==> src/rtl/bcd_serial_addsub_if.sv <==
// Handshake bundle for the digit-serial BCD adder/subtractor: operand side and result side.
// The master drives operands and out_ready; the slave (the arithmetic block) drives results and in_ready.
interface bcd_serial_addsub_if #(
    parameter int NDIGITS = 4
);
    localparam int W = 4 * NDIGITS;

    logic         in_valid;
    logic         in_ready;
    logic [W-1:0] a;
    logic [W-1:0] b;
    logic         sub;
    logic         cin;
    logic         out_valid;
    logic         out_ready;
    logic [W-1:0] sum;
    logic         cout;
    logic         err;

    modport master (
        output in_valid, a, b, sub, cin, out_ready,
        input  in_ready, out_valid, sum, cout, err
    );

    modport slave (
        input  in_valid, a, b, sub, cin, out_ready,
        output in_ready, out_valid, sum, cout, err
    );
endinterface

==> src/rtl/bcd_serial_addsub.sv <==
// Digit-serial packed-BCD add/subtract, one digit per clock LSD first; result valid NDIGITS cycles after accept.
// Result is held in DONE for as long as out_ready stays low; no new operation is accepted until it drains.
module bcd_serial_addsub #(
    parameter int NDIGITS = 4
) (
    input  logic               clk,
    input  logic               rst,
    bcd_serial_addsub_if.slave bus
);
    localparam int              W    = 4 * NDIGITS;
    localparam int              KW   = (NDIGITS > 1) ? $clog2(NDIGITS) : 1;
    localparam logic [KW-1:0]   LAST = KW'(NDIGITS - 1);

    typedef enum logic [1:0] {
        S_IDLE,
        S_RUN,
        S_DONE
    } state_t;

    state_t        r_state;
    state_t        w_next;
    logic [W-1:0]  r_a;
    logic [W-1:0]  r_b;
    logic [W-1:0]  r_sum;
    logic          r_sub;
    logic          r_c;
    logic          r_cout;
    logic          r_err;
    logic [KW-1:0] r_k;

    logic          w_accept;
    logic          w_last;
    logic          w_carry;
    logic          w_bad;
    logic [3:0]    w_a_k;
    logic [3:0]    w_b_k;
    logic [3:0]    w_bd;
    logic [3:0]    w_digit;
    logic [4:0]    w_s;

    // Subtraction is A + nines-complement(B) + ~borrow; the final carry then means "no borrow".
    assign w_a_k   = r_a[4*r_k +: 4];
    assign w_b_k   = r_b[4*r_k +: 4];
    assign w_bd    = r_sub ? (4'd9 - w_b_k) : w_b_k;
    assign w_s     = {1'b0, w_a_k} + {1'b0, w_bd} + {4'b0000, r_c};
    assign w_carry = (w_s > 5'd9);
    assign w_digit = w_carry ? (w_s[3:0] + 4'd6) : w_s[3:0];
    assign w_bad   = (w_a_k > 4'd9) || (w_b_k > 4'd9);
    assign w_last  = (r_k == LAST);

    always_ff @(posedge clk) begin
        if (rst) begin
            r_state <= S_IDLE;
        end else begin
            r_state <= w_next;
        end
    end

    always_comb begin
        w_next   = r_state;
        w_accept = 1'b0;
        case (r_state)
            S_IDLE: begin
                if (bus.in_valid) begin
                    w_accept = 1'b1;
                    w_next   = S_RUN;
                end
            end
            S_RUN: begin
                if (w_last) begin
                    w_next = S_DONE;
                end
            end
            S_DONE: begin
                if (bus.out_ready) begin
                    w_next = S_IDLE;
                end
            end
            default: w_next = S_IDLE;
        endcase
    end

    always_ff @(posedge clk) begin
        if (rst) begin
            r_a    <= '0;
            r_b    <= '0;
            r_sub  <= 1'b0;
            r_c    <= 1'b0;
            r_k    <= '0;
            r_sum  <= '0;
            r_cout <= 1'b0;
            r_err  <= 1'b0;
        end else begin
            if (w_accept) begin
                r_a   <= bus.a;
                r_b   <= bus.b;
                r_sub <= bus.sub;
                r_c   <= bus.sub ? ~bus.cin : bus.cin;
                r_k   <= '0;
                r_err <= 1'b0;
            end else if (r_state == S_RUN) begin
                r_sum[4*r_k +: 4] <= w_digit;
                r_c               <= w_carry;
                r_err             <= r_err | w_bad;
                if (w_last) begin
                    r_cout <= w_carry;
                    r_k    <= '0;
                end else begin
                    r_k    <= r_k + KW'(1);
                end
            end
        end
    end

    assign bus.in_ready  = (r_state == S_IDLE);
    assign bus.out_valid = (r_state == S_DONE);
    assign bus.sum       = r_sum;
    assign bus.cout      = r_cout;
    assign bus.err       = r_err;
endmodule

==> src/flat_wrapper.sv <==
// flat-port wrapper written by rule: the top's interface ports become plain ports
module bcd_serial_addsub_flat 
#(
    parameter int NDIGITS = 4
)
  (clk, rst, bus_in_valid, bus_a, bus_b, bus_sub, bus_cin, bus_out_ready, bus_in_ready, bus_out_valid, bus_sum, bus_cout, bus_err);
  bcd_serial_addsub_if #(.NDIGITS(NDIGITS)) bus_i ();
  input  logic clk;
  input  logic rst;
  input wire logic [$bits(bus_i.in_valid)-1:0] bus_in_valid;
  input wire logic [$bits(bus_i.a)-1:0] bus_a;
  input wire logic [$bits(bus_i.b)-1:0] bus_b;
  input wire logic [$bits(bus_i.sub)-1:0] bus_sub;
  input wire logic [$bits(bus_i.cin)-1:0] bus_cin;
  input wire logic [$bits(bus_i.out_ready)-1:0] bus_out_ready;
  output wire logic [$bits(bus_i.in_ready)-1:0] bus_in_ready;
  output wire logic [$bits(bus_i.out_valid)-1:0] bus_out_valid;
  output wire logic [$bits(bus_i.sum)-1:0] bus_sum;
  output wire logic [$bits(bus_i.cout)-1:0] bus_cout;
  output wire logic [$bits(bus_i.err)-1:0] bus_err;
  assign bus_i.in_valid = bus_in_valid;
  assign bus_i.a = bus_a;
  assign bus_i.b = bus_b;
  assign bus_i.sub = bus_sub;
  assign bus_i.cin = bus_cin;
  assign bus_i.out_ready = bus_out_ready;
  assign bus_in_ready = bus_i.in_ready;
  assign bus_out_valid = bus_i.out_valid;
  assign bus_sum = bus_i.sum;
  assign bus_cout = bus_i.cout;
  assign bus_err = bus_i.err;
  bcd_serial_addsub #(.NDIGITS(NDIGITS)) u_core (.clk(clk), .rst(rst), .bus(bus_i));
endmodule
==> config.mk <==
export PLATFORM = sky130hd
export DESIGN_NAME = bcd_serial_addsub_flat
export DESIGN_NICKNAME = d
export VERILOG_FILES = /design/src/rtl/bcd_serial_addsub_if.sv /design/src/rtl/bcd_serial_addsub.sv /design/src/flat_wrapper.sv
export SDC_FILE = /design/constraint.sdc
export NUM_CORES = 1
export LEC_CHECK = 0
export ABC_CLOCK_PERIOD_IN_PS = 11180
export CORE_ASPECT_RATIO = 0.8
export CORE_MARGIN = 4
export CORE_UTILIZATION = 45
export CTS_BUF_LIST = sky130_fd_sc_hd__clkbuf_4
export DETAILED_ROUTE_END_ITERATION = 12
export GPL_TIMING_DRIVEN = 0
export PLACE_DENSITY = 0.7
export SYNTH_ARGS = -nofsm -noshare
export SYNTH_HDL_FRONTEND = slang
export SYNTH_SLANG_ARGS = --single-unit
==> constraint.sdc <==
create_clock -name clk -period 11.18 [get_ports clk]
set_clock_uncertainty 0.05 [all_clocks]
set_input_delay 2.236 -clock clk [delete_from_list [all_inputs] [get_ports clk]]
set_output_delay 2.236 -clock clk [all_outputs]
set_load 0.01 [all_outputs]
==> flow_summary.html <==
<table>
<tr><th>Metric</th><th>Value</th></tr>
<tr><th colspan="2">Clocking</th></tr>
<tr><td>CTS Sinks</td><td>56</td></tr>
<tr><td>H-tree Lvls</td><td>2</td></tr>
<tr><td>CTS clock-pin slew for the worst setup and hold paths</td><td>0.15 ns</td></tr>
<tr><td>Post-cts hold buffer count</td><td>0</td></tr>
<tr><td>Buffers inserted by post-CTS timing repair</td><td>0</td></tr>
<tr><td>Clock Latency Late Sink</td><td>0.38 ns</td></tr>
<tr><td>Number of clock buffers inserted by TritonCTS</td><td>5</td></tr>
<tr><td>Clock tree from TritonCTS</td><td>built</td></tr>
<tr><td>Root Buffer Master</td><td>sky130_fd_sc_hd__clkbuf_4</td></tr>
<tr><td>Buffer depth of the longest clock path</td><td>2</td></tr>
<tr><td>CTS-repair resized insts</td><td>0</td></tr>
<tr><th colspan="2">GRT</th></tr>
<tr><td>Initial antenna violation count</td><td>0</td></tr>
<tr><td>Global-route usage over all layers</td><td>19.37%</td></tr>
<tr><td>Global-route wire length before repair</td><td>11510 um</td></tr>
<tr><td>Via count of the first global-routing pass</td><td>2399</td></tr>
<tr><td>Pin count of the biggest net entering global routing</td><td>18</td></tr>
<tr><td>Total gr overflow</td><td>0</td></tr>
<tr><th colspan="2">Synth</th></tr>
<tr><td>Most instantiated flip-flop cell in the synthesis netlist</td><td>sky130_fd_sc_hd__dfxtp_1</td></tr>
<tr><td>Post-synthesis sequential area ratio</td><td>40.14%</td></tr>
<tr><td>FFs w/ async S/R, synth</td><td>0%</td></tr>
<tr><td>Syn avg cell area</td><td>8.566 um^2</td></tr>
<tr><td>Number of nets in the synthesized netlist</td><td>377</td></tr>
<tr><td>#FFs+latches synth</td><td>56</td></tr>
<tr><td>Unique masters post-synth</td><td>46</td></tr>
<tr><td>Post-synth EDFFs</td><td>0</td></tr>
<tr><td>Synthesized cell area</td><td>2793 um^2</td></tr>
<tr><td>Count of warnings emitted by yosys</td><td>0</td></tr>
<tr><td>Number of standard cells after synthesis</td><td>326</td></tr>
<tr><th colspan="2">Finish</th></tr>
<tr><td>Layout cell share with drive strength beyond 1</td><td>8.205%</td></tr>
<tr><td>Number of nets in the layout</td><td>440</td></tr>
<tr><td>Area growth from synthesis to final layout</td><td>26.57%</td></tr>
<tr><td>Ant. Diodes</td><td>0</td></tr>
<tr><td>Non-filler instance count after layout</td><td>471</td></tr>
<tr><th colspan="2">Routing</th></tr>
<tr><td>Remaining antenna violation count</td><td>0</td></tr>
<tr><td>Via count normalized by instance count</td><td>5.374</td></tr>
<tr><td>Routed length per instance</td><td>14.77 um</td></tr>
<tr><td>Number of DRC violations after detailed routing</td><td>0</td></tr>
<tr><td>Vias after detailed routing</td><td>2531</td></tr>
<tr><td>DRC marker count from the first detailed-route iteration</td><td>112</td></tr>
<tr><td>DRT Wirelength</td><td>6955 um</td></tr>
<tr><td>Iteration count of the initial detailed-routing pass</td><td>4</td></tr>
<tr><th colspan="2">STA</th></tr>
<tr><td>Post-Route Setup TNS</td><td>0 ns</td></tr>
<tr><td>Unrepaired setup endpoints after global routing</td><td>no</td></tr>
<tr><td>Top achievable clock speed</td><td>210.0 MHz</td></tr>
<tr><td>Final worst-path cycle share</td><td>42.59%</td></tr>
<tr><td>Post-layout min period</td><td>4.762 ns</td></tr>
<tr><td>Pins Over Slew Limit</td><td>0</td></tr>
<tr><td>Number of endpoints failing setup at the final stage</td><td>0</td></tr>
<tr><td>Slew at the pin closest to its max-slew limit</td><td>0.5452 ns</td></tr>
<tr><td>Total count of hold-check failures in the final report</td><td>0</td></tr>
<tr><td>Tightest slew margin relative to the limit</td><td>63.65%</td></tr>
<tr><th colspan="2">Worst setup path</th></tr>
<tr><td>Slowest Stage Delay on Critical Path</td><td>0.61 ns</td></tr>
<tr><td>Stages on the worst setup path</td><td>14</td></tr>
<tr><td>Req. time, crit path</td><td>11.43 ns</td></tr>
<tr><td>Cell with the biggest individual delay on the critical path</td><td>sky130_fd_sc_hd__fa_1</td></tr>
<tr><td>Worst path bufs/invs</td><td>4</td></tr>
<tr><td>Endpoint kind of the worst setup timing path</td><td>flip-flop</td></tr>
<tr><td>Max FO, Critical Path</td><td>10</td></tr>
<tr><td>Data arrival at the endpoint of the critical path</td><td>5.01 ns</td></tr>
<tr><td>Crit Path Category</td><td>flip-flop to flip-flop</td></tr>
<tr><td>Kind of cell adding the most delay to the critical path</td><td>adder cells</td></tr>
<tr><td>Sort of element at the start of the critical path</td><td>flip-flop</td></tr>
<tr><td>FF-to-FF path depth</td><td>14</td></tr>
<tr><td>Worst-path cell chain</td><td>buf_2 -&gt; buf_2 -&gt; mux4_2 -&gt; xor2_1 -&gt; fa_1 -&gt; fa_1 -&gt; inv_1 -&gt; ha_1 -&gt; nor2b_1 -&gt; a31o_1 -&gt; buf_6 -&gt; o31ai_4 -&gt; mux2_4 -&gt; o31ai_1</td></tr>
<tr><th colspan="2">Power and ir drop</th></tr>
<tr><td>Maximum resistive drop on vdd</td><td>0.07565 mV</td></tr>
<tr><td>P per Cell Area</td><td>122.1 nW/um^2</td></tr>
<tr><td>Reported leakage power</td><td>1.265 nW</td></tr>
<tr><th colspan="2">Floorplanning</th></tr>
<tr><td>Horizontal die dimension</td><td>96.08 um</td></tr>
<tr><td>Row Count</td><td>25</td></tr>
<tr><td>Die area</td><td>7538 um^2</td></tr>
<tr><td>Height of the die</td><td>78.46 um</td></tr>
<tr><td>Initial core utilization</td><td>46.74%</td></tr>
<tr><td>Total I/O pin count</td><td>58</td></tr>
<tr><td>Std-Cell Core Area</td><td>5974 um^2</td></tr>
<tr><th colspan="2">Hold path</th></tr>
<tr><td>HP Class</td><td>flip-flop to flip-flop</td></tr>
<tr><td>Cell depth of the worst min-delay path</td><td>2</td></tr>
<tr><th colspan="2">Placed design</th></tr>
<tr><td>Detailed placer's ending HPWL</td><td>5395 um</td></tr>
<tr><td>Routability-driven placement congestion ratio</td><td>0.9248</td></tr>
<tr><td>Count of port buffers added during placement</td><td>56</td></tr>
<tr><td>Cell Count Post-Placement</td><td>463</td></tr>
<tr><th colspan="2">Status</th></tr>
<tr><td>Run status</td><td>complete, no violations</td></tr>
<tr><th colspan="2">Job</th></tr>
<tr><td>MaxCap Viol Count</td><td>0</td></tr>
</table>
## cells in the mapped netlist (all sizes together) (2+ instances only)
| master | n | share of area (%) |
|---|---|---|
| o2111ai | 2 | 0.63 |
| nand2 | 84 | 11 |
| o2111a | 2 | 0.81 |
| nor3 | 10 | 1.8 |
| o21ai | 3 | 0.54 |
| nor2 | 13 | 1.7 |
| nand3 | 2 | 0.36 |
| fa | 2 | 1.4 |
| dfxtp | 56 | 40 |
| clkbuf | 16 | 2.2 |
| a21o | 2 | 0.63 |
| o31ai | 9 | 3.1 |
| mux4 | 8 | 6.5 |
| xnor2 | 3 | 0.94 |
| a22oi | 4 | 1.1 |
| buf | 6 | 1.3 |
| and3 | 2 | 0.45 |
| ha | 11 | 4.9 |
| inv | 7 | 0.94 |
| a221oi | 2 | 0.63 |
| nor2b | 4 | 0.90 |
| a21boi | 2 | 0.54 |
| o311a | 2 | 0.72 |
| nor4 | 2 | 0.45 |
| mux2i | 2 | 0.72 |
| a21oi | 52 | 9.9 |
| and2 | 2 | 0.49 |
| nand2b | 2 | 0.45 |
| nand4 | 3 | 0.67 |
## state kept, by name, indices dropped and copies added, names as in the netlist
name / flops
u_core.r_c: 1
u_core.r_k: 2
u_core.r_b: 16
u_core.bus.cout: 1
u_core.r_a: 16
u_core.r_sub: 1
u_core.bus.sum: 16
u_core.bus.err: 1
u_core.r_state: 2
## cells in the final DEF, fill, tap and decap left out, types with 2 or more instances in the layout
cell | Yosys | final
sky130_fd_sc_hd__o2111ai_1 | 2 | 2
sky130_fd_sc_hd__clkdlybuf4s50_1 | 0 | 56
sky130_fd_sc_hd__a21boi_0 | 2 | 2
sky130_fd_sc_hd__a21o_2 | 2 | 2
sky130_fd_sc_hd__nand2b_1 | 2 | 2
sky130_fd_sc_hd__o311a_1 | 2 | 2
sky130_fd_sc_hd__dfxtp_1 | 56 | 56
sky130_fd_sc_hd__nor4_1 | 2 | 2
sky130_fd_sc_hd__nand2_1 | 84 | 84
sky130_fd_sc_hd__o21ai_0 | 3 | 3
sky130_fd_sc_hd__inv_1 | 7 | 7
sky130_fd_sc_hd__clkbuf_1 | 16 | 16
sky130_fd_sc_hd__fa_1 | 2 | 2
sky130_fd_sc_hd__xnor2_1 | 3 | 3
sky130_fd_sc_hd__a21oi_1 | 50 | 50
sky130_fd_sc_hd__mux4_2 | 8 | 8
sky130_fd_sc_hd__clkbuf_4 | 0 | 5
sky130_fd_sc_hd__nand4_1 | 3 | 3
sky130_fd_sc_hd__nand3_1 | 2 | 2
sky130_fd_sc_hd__buf_2 | 5 | 5
sky130_fd_sc_hd__and3_1 | 2 | 2
sky130_fd_sc_hd__nor3_1 | 10 | 10
sky130_fd_sc_hd__ha_1 | 11 | 11
sky130_fd_sc_hd__o31ai_1 | 7 | 7
sky130_fd_sc_hd__o2111a_1 | 2 | 2
sky130_fd_sc_hd__a221oi_1 | 2 | 2
sky130_fd_sc_hd__mux2i_1 | 2 | 2
sky130_fd_sc_hd__nor2b_1 | 4 | 4
sky130_fd_sc_hd__a22oi_1 | 4 | 4
sky130_fd_sc_hd__nor2_1 | 13 | 13
## final cells by class
cell class              count  area (um^2)
fillers                   575         2440
multi-input cells         241         1549
flip-flops and latches     56         1121
repair buffers             56        560.5
well taps                  81        101.3
plain buffers              22        96.34
clock inverters             3        42.54
clock buffers               5        37.54
inverters                   7        26.28
## per-layer routing
layer | global-route usage, % | part of all wire, %
met2 | 30.19 | 45
met4 | 4.545 | 1.0
met3 | 4.310 | 5.2
met1 | 27.11 | 49
met5 | 0 | 0
## tightest hold or removal path: stages, from the launching register on
cell	delay, ns
sky130_fd_sc_hd__dfxtp_1	0.34
sky130_fd_sc_hd__nand2_1	0.05
sky130_fd_sc_hd__o31ai_1	0.05
## per-stage QoR
step                setup slack (ns)  power (W)  cell area [um^2]  util [%]  hold slack (ns)
global route                   6.151  0.0004548              3535     59.16           0.4282
detailed placement             6.466  0.0003251              3455     57.82           0.3940
finish                         6.418  0.0004317              3535     59.16           0.4138
global placement               6.538  0.0003225              3455     57.82           0.3895
floorplan                      7.024  0.0002883              2793         -           0.3831
CTS                            6.431  0.0004334              3535     59.16           0.4172
## power breakdown
part	internal (W)	total [W]	switching, W
combinational	0.0000483	0.000108	0.0000593
sequential	0.000209	0.000214	0.00000535
clock	0.0000467	0.000110	0.0000631
total	0.000304	0.000432	0.000128
## worst paths after layout
check | startpoint | end | slack [ns]
worst min-delay path | u_core.bus.sum[2]$_SDFFE_PP0P_ | u_core.bus.sum[2]$_SDFFE_PP0P_ | 0.41
worst max register to register | u_core.r_k[0]$_SDFFE_PP0P_ | u_core.bus.sum[14]$_SDFFE_PP0P_ | 6.42
worst max-delay path | u_core.r_k[0]$_SDFFE_PP0P_ | u_core.bus.sum[14]$_SDFFE_PP0P_ | 6.42
worst min register to register | u_core.bus.sum[2]$_SDFFE_PP0P_ | u_core.bus.sum[2]$_SDFFE_PP0P_ | 0.41
## kinds of logic after synthesis
group                      count (synthesis)  synth area share, %
and+or+nand+nor                          131                21.10
buffers and inverters                     29                4.391
muxes                                     11                7.706
AOI/OAI and AO/OA                         82                19.04
DFF                                       56                40.14
xor gates and xnor gates                   4                1.255
adders and majority gates                 13                6.362
Power figures use the tool's default switching activity.
